File: config.mk
export PLATFORM = sky130hd
export DESIGN_NAME = mouse_click_filter
export DESIGN_NICKNAME = d
export VERILOG_FILES = /design/src/rtl/mouse_click_filter.sv
export SDC_FILE = /design/constraint.sdc
export NUM_CORES = 1
export LEC_CHECK = 0
export ABC_AREA = 1
export CORE_MARGIN = 2
export CORE_UTILIZATION = 40
export CTS_CLUSTER_DIAMETER = 200
export DETAILED_ROUTE_END_ITERATION = 16
export PLACE_DENSITY = 0.65
export SYNTH_ARGS = -nofsm -noshare
export SYNTH_HDL_FRONTEND = slang
export SYNTH_SLANG_ARGS = --single-unit
File: constraint.sdc
create_clock -name clk -period 4.29 [get_ports clk]
set_input_delay 0.858 -clock clk [delete_from_list [all_inputs] [get_ports clk]]
set_output_delay 0.858 -clock clk [all_outputs]
set_load 0.05 [all_outputs]
File: src/rtl/mouse_click_filter.sv
// rtl/mouse_click_filter.sv - debounces the MouseCtl left button and reports press-coordinate clicks over valid/ready
module mouse_click_filter #(
    parameter int HOLD_CYCLES = 65000,
    parameter int SCREEN_W    = 1024,
    parameter int SCREEN_H    = 768
) (
    input  logic        clk,
    input  logic        rst,
    input  logic        enable,
    input  logic        mouse_left,
    input  logic [11:0] mouse_xpos,
    input  logic [11:0] mouse_ypos,
    output logic        left_level,
    output logic        click_valid,
    input  logic        click_ready,
    output logic [11:0] click_x,
    output logic [11:0] click_y,
    output logic [7:0]  drop_cnt
);

    localparam logic [16:0] HOLD_LAST  = 17'(HOLD_CYCLES - 1);
    localparam logic [12:0] SCREEN_W_L = 13'(SCREEN_W);
    localparam logic [12:0] SCREEN_H_L = 13'(SCREEN_H);

    typedef enum logic [1:0] {IDLE, PRESS_QUAL, HELD, REL_QUAL} state_t;

    state_t      state;
    state_t      state_next;
    logic        sync_meta;
    logic        ls;
    logic [16:0] hold_cnt;
    logic [11:0] px;
    logic [11:0] py;

    logic        hold_done;
    logic        latch_press;
    logic        press_qualified;
    logic        release_qualified;
    logic        press_in_range;
    logic        load_event;
    logic        drop_event;

    always_ff @(posedge clk or negedge rst) begin
        if (!rst) begin
            state <= IDLE;
        end else begin
            state <= state_next;
        end
    end

    always_comb begin
        state_next = state;
        if (!enable) begin
            state_next = IDLE;
        end else begin
            case (state)
                IDLE:       if (ls) state_next = PRESS_QUAL;
                PRESS_QUAL: if (!ls) state_next = IDLE;
                            else if (hold_done) state_next = HELD;
                HELD:       if (!ls) state_next = REL_QUAL;
                REL_QUAL:   if (ls) state_next = HELD;
                            else if (hold_done) state_next = IDLE;
                default:    state_next = IDLE;
            endcase
        end
    end

    always_comb begin
        hold_done         = (hold_cnt == HOLD_LAST);
        latch_press       = enable && (state == IDLE) && ls;
        press_qualified   = enable && (state == PRESS_QUAL) && ls && hold_done;
        release_qualified = enable && (state == REL_QUAL) && !ls && hold_done;
        press_in_range    = ({1'b0, px} < SCREEN_W_L) && ({1'b0, py} < SCREEN_H_L);
        // A finished click either loads the output slot or is counted as lost when the slot stays full.
        load_event        = release_qualified && press_in_range && (!click_valid || click_ready);
        drop_event        = release_qualified && press_in_range && click_valid && !click_ready;
    end

    always_ff @(posedge clk or negedge rst) begin
        if (!rst) begin
            sync_meta   <= 1'b0;
            ls          <= 1'b0;
            hold_cnt    <= '0;
            px          <= '0;
            py          <= '0;
            left_level  <= 1'b0;
            click_valid <= 1'b0;
            click_x     <= '0;
            click_y     <= '0;
            drop_cnt    <= '0;
        end else begin
            sync_meta <= mouse_left;
            ls        <= sync_meta;

            if (!enable || state_next != state) begin
                hold_cnt <= '0;
            end else if (state == PRESS_QUAL || state == REL_QUAL) begin
                hold_cnt <= hold_cnt + 17'd1;
            end

            if (latch_press) begin
                px <= mouse_xpos;
                py <= mouse_ypos;
            end

            if (!enable || release_qualified) begin
                left_level <= 1'b0;
            end else if (press_qualified) begin
                left_level <= 1'b1;
            end

            if (!enable) begin
                click_valid <= 1'b0;
            end else if (load_event) begin
                click_valid <= 1'b1;
                click_x     <= px;
                click_y     <= py;
            end else if (click_valid && click_ready) begin
                click_valid <= 1'b0;
            end

            if (drop_event && drop_cnt != 8'hFF) begin
                drop_cnt <= drop_cnt + 8'd1;
            end
        end
    end

endmodule

==> impl_metrics.ini <==
[run_status]
status = completed

[final_layout]
diodes = 0
fin_nets = 501
multi_input_area_um2 = 1420
register_area_um2 = 1980
nFillCells = 868
layout.cells.most_common_list = nand2_1, dfrtp_1, clkdlybuf4s50_1
area_delta_synth_final_pct = 23.3
layout-drive-gt1-share = 0.133
final_common_cell = nand2_1

[cts]
worst_skew_pair.late_latency_ns = 0.34
cts_tree = yes
htree_levels = 3
root_buffer = clkbuf_8
cts_setup_buffers = 0
path_clk_slew_ns = 0.08
cts_hold_buf = 0
clock_path_buffers = 2
numCtsBuffers = 9
cts_resized = 0
clock-sinks = 79

[place]
dp_slack_ns = 1.20
dpl.hpwl_um = 5160
place_congestion = 0.859
port_buffers = 62

[worst_setup_path]
timing_worst_setup_path_type = in -> reg
critPathMaxFanout = 31
required_ns = 4.52
timing.rr.end = px[3]
crit_chain = clkdlybuf4s50_1 -> inv_1 -> nor2_1 -> nand2_1 -> mux2_2
cp.depth = 5
cp.arrival_ns = 2.93
r2r-start = state[0]
critPathCapture = px[3]
cpLargestDelayFamily = simple AND/OR/NAND/NOR gates
rr_worst_depth = 3
cp_slowest_cell = nand2_1
setup.worst_path.start = enable
startpoint_type = input pin
r2r_slack_ns = 2.23
critical_path_buf_inv_count = 2
end_kind = flop
critPathMaxStageDelay_ns = 0.68

[sta]
final_max_slew_viol_count = 0
timing.final.crit_share = 0.629
maxSlewHeadroom = 0.231
worstMarginPinSlew_ns = 1.15
setup_tns_ns = 0
timing.fmax_mhz = 371
finalHoldViolCount = 0
layout_setup_ws_ns = 1.59
post-route-min-period_ns = 2.70
worst_hold_slack_ns = 0.351
setup_viol = 0
fin_skew_ns = 0.00930
rsz0062_at_grt = no

[grt]
grt_pass1_wl_um = 12800
track_usage = 0.161
grt_max_degree = 80
antenna_found_initial = 0
grt_pass1_vias = 2773
grt_overflow = 0

[routing]
routed_wirelength_um = 7290
drc = 0
ant_nets = 0
wl_per_cell_um = 12.5
vias = 2789
drt_first_pass_iters = 4
drtIter0Drc = 154
viasPerCell = 4.78

[synth]
synth.ff_latch_count = 79
syn_area_per_cell_um2 = 8.99
synth_area_um2 = 3660
synthArstFlopShare = 1.00
synth_edf_count = 0
syn_nets = 438
yosysWarnings = 0
netlist-cell-type-count = 31
synth-main-ff-cell = dfrtp_1
synthCells = 407
synth_seq_area_share = 0.540

[floorplanning]
rows = 34
boundaryPins = 63
initial_core_util = 0.416
die_h_um = 99.7
core-area_um2 = 8810
die-area_um2 = 9930
fp.dieW_um = 99.7

[hold_path]
hold_class = reg -> reg

[power_and_ir_drop]
total_power_w = 0.00142
power_density_nw_per_um2 = 314
power_leakage_nw = 2.13
ir_worst_vdd_mv = 0.169

[run]
drv_cap = 0
Yosys cell counts (2+ instances only):
cell | instances | area share
nand4_1 | 12 | 0.021
nor3_2 | 6 | 0.016
inv_1 | 39 | 0.040
nand2_2 | 9 | 0.015
nor2_4 | 2 | 0.0062
nor3_1 | 7 | 0.0096
nor2_2 | 3 | 0.0051
o21ai_1 | 5 | 0.0068
a21oi_1 | 11 | 0.015
buf_6 | 3 | 0.0092
o21ai_0 | 7 | 0.0096
dfrtp_1 | 79 | 0.54
ha_1 | 2 | 0.0068
nand3_1 | 15 | 0.021
xnor2_1 | 2 | 0.0048
inv_2 | 7 | 0.0072
buf_2 | 5 | 0.0068
nand2_1 | 106 | 0.11
nor2_1 | 51 | 0.052
xor2_1 | 6 | 0.014
a31oi_1 | 2 | 0.0034
nand3b_1 | 3 | 0.0062
mux2_2 | 17 | 0.052
metal layers:
layer / vias to the layer above / global-route usage / wire [µm] / part of all wire
met5: - / 0 / 0 / 0
met4: 0 / 0.0611 / 102 / 0.014
met3: 11 / 0.0457 / 408 / 0.056
met2: 67 / 0.242 / 3190 / 0.44
met1: 1301 / 0.222 / 3590 / 0.49
li1: 1410 / - / - / -
kinds of logic after synthesis:
group / Yosys count / synth area share
xor gates and xnor gates: 8 / 0.0191
and+or+nand+nor: 218 / 0.273
DFF: 79 / 0.540
AOI/OAI and AO/OA: 26 / 0.0369
adders and majority gates: 2 / 0.00684
buffers and inverters: 57 / 0.0718
muxes: 17 / 0.0523
worst min path at each step:
stage	cells after the start	startpoint	to	slack, ns
6_report	0	sync_meta	ls	0.35
5_1_grt	0	sync_meta	ls	0.37
4_1_cts	0	sync_meta	ls	0.36
3_5_place_dp	0	sync_meta	ls	0.34
3_3_place_gp	0	sync_meta	ls	0.33
2_1_floorplan	0	sync_meta	ls	0.33
stage by stage:
step	instances	area (µm²)	util
floorplan	407	3660	-
global placement	567	4330	0.492
detailed placement	567	4330	0.492
CTS	583	4510	0.513
global route	583	4510	0.513
finish	583	4510	0.513
sequential cells by signal, summed over array words and instances, names as in the netlist, 2 cells and up:
name / flops
drop_cnt: 8
px: 12
hold_cnt: 17
state: 2
click_x: 12
click_y: 12
py: 12
where the power goes:
part / leakage (nW) / internal [W] / total (W) / switching [W]
sequential: 1.02 / 0.000785 / 0.000806 / 0.0000217
clock: 0.0861 / 0.000230 / 0.000508 / 0.000278
combinational: 1.02 / 0.0000544 / 0.000104 / 0.0000495
total: 2.13 / 0.00107 / 0.00142 / 0.000349
area by class of cell:
class	instances	share of cell area
well taps	108	0.0299
flip-flops and latches	79	0.438
clock buffers	11	0.0313
repair buffers	63	0.139
multi-input cells	271	0.315
clock inverters	5	0.00915
inverters	46	0.0383
(Power assumes the default switching activity.)
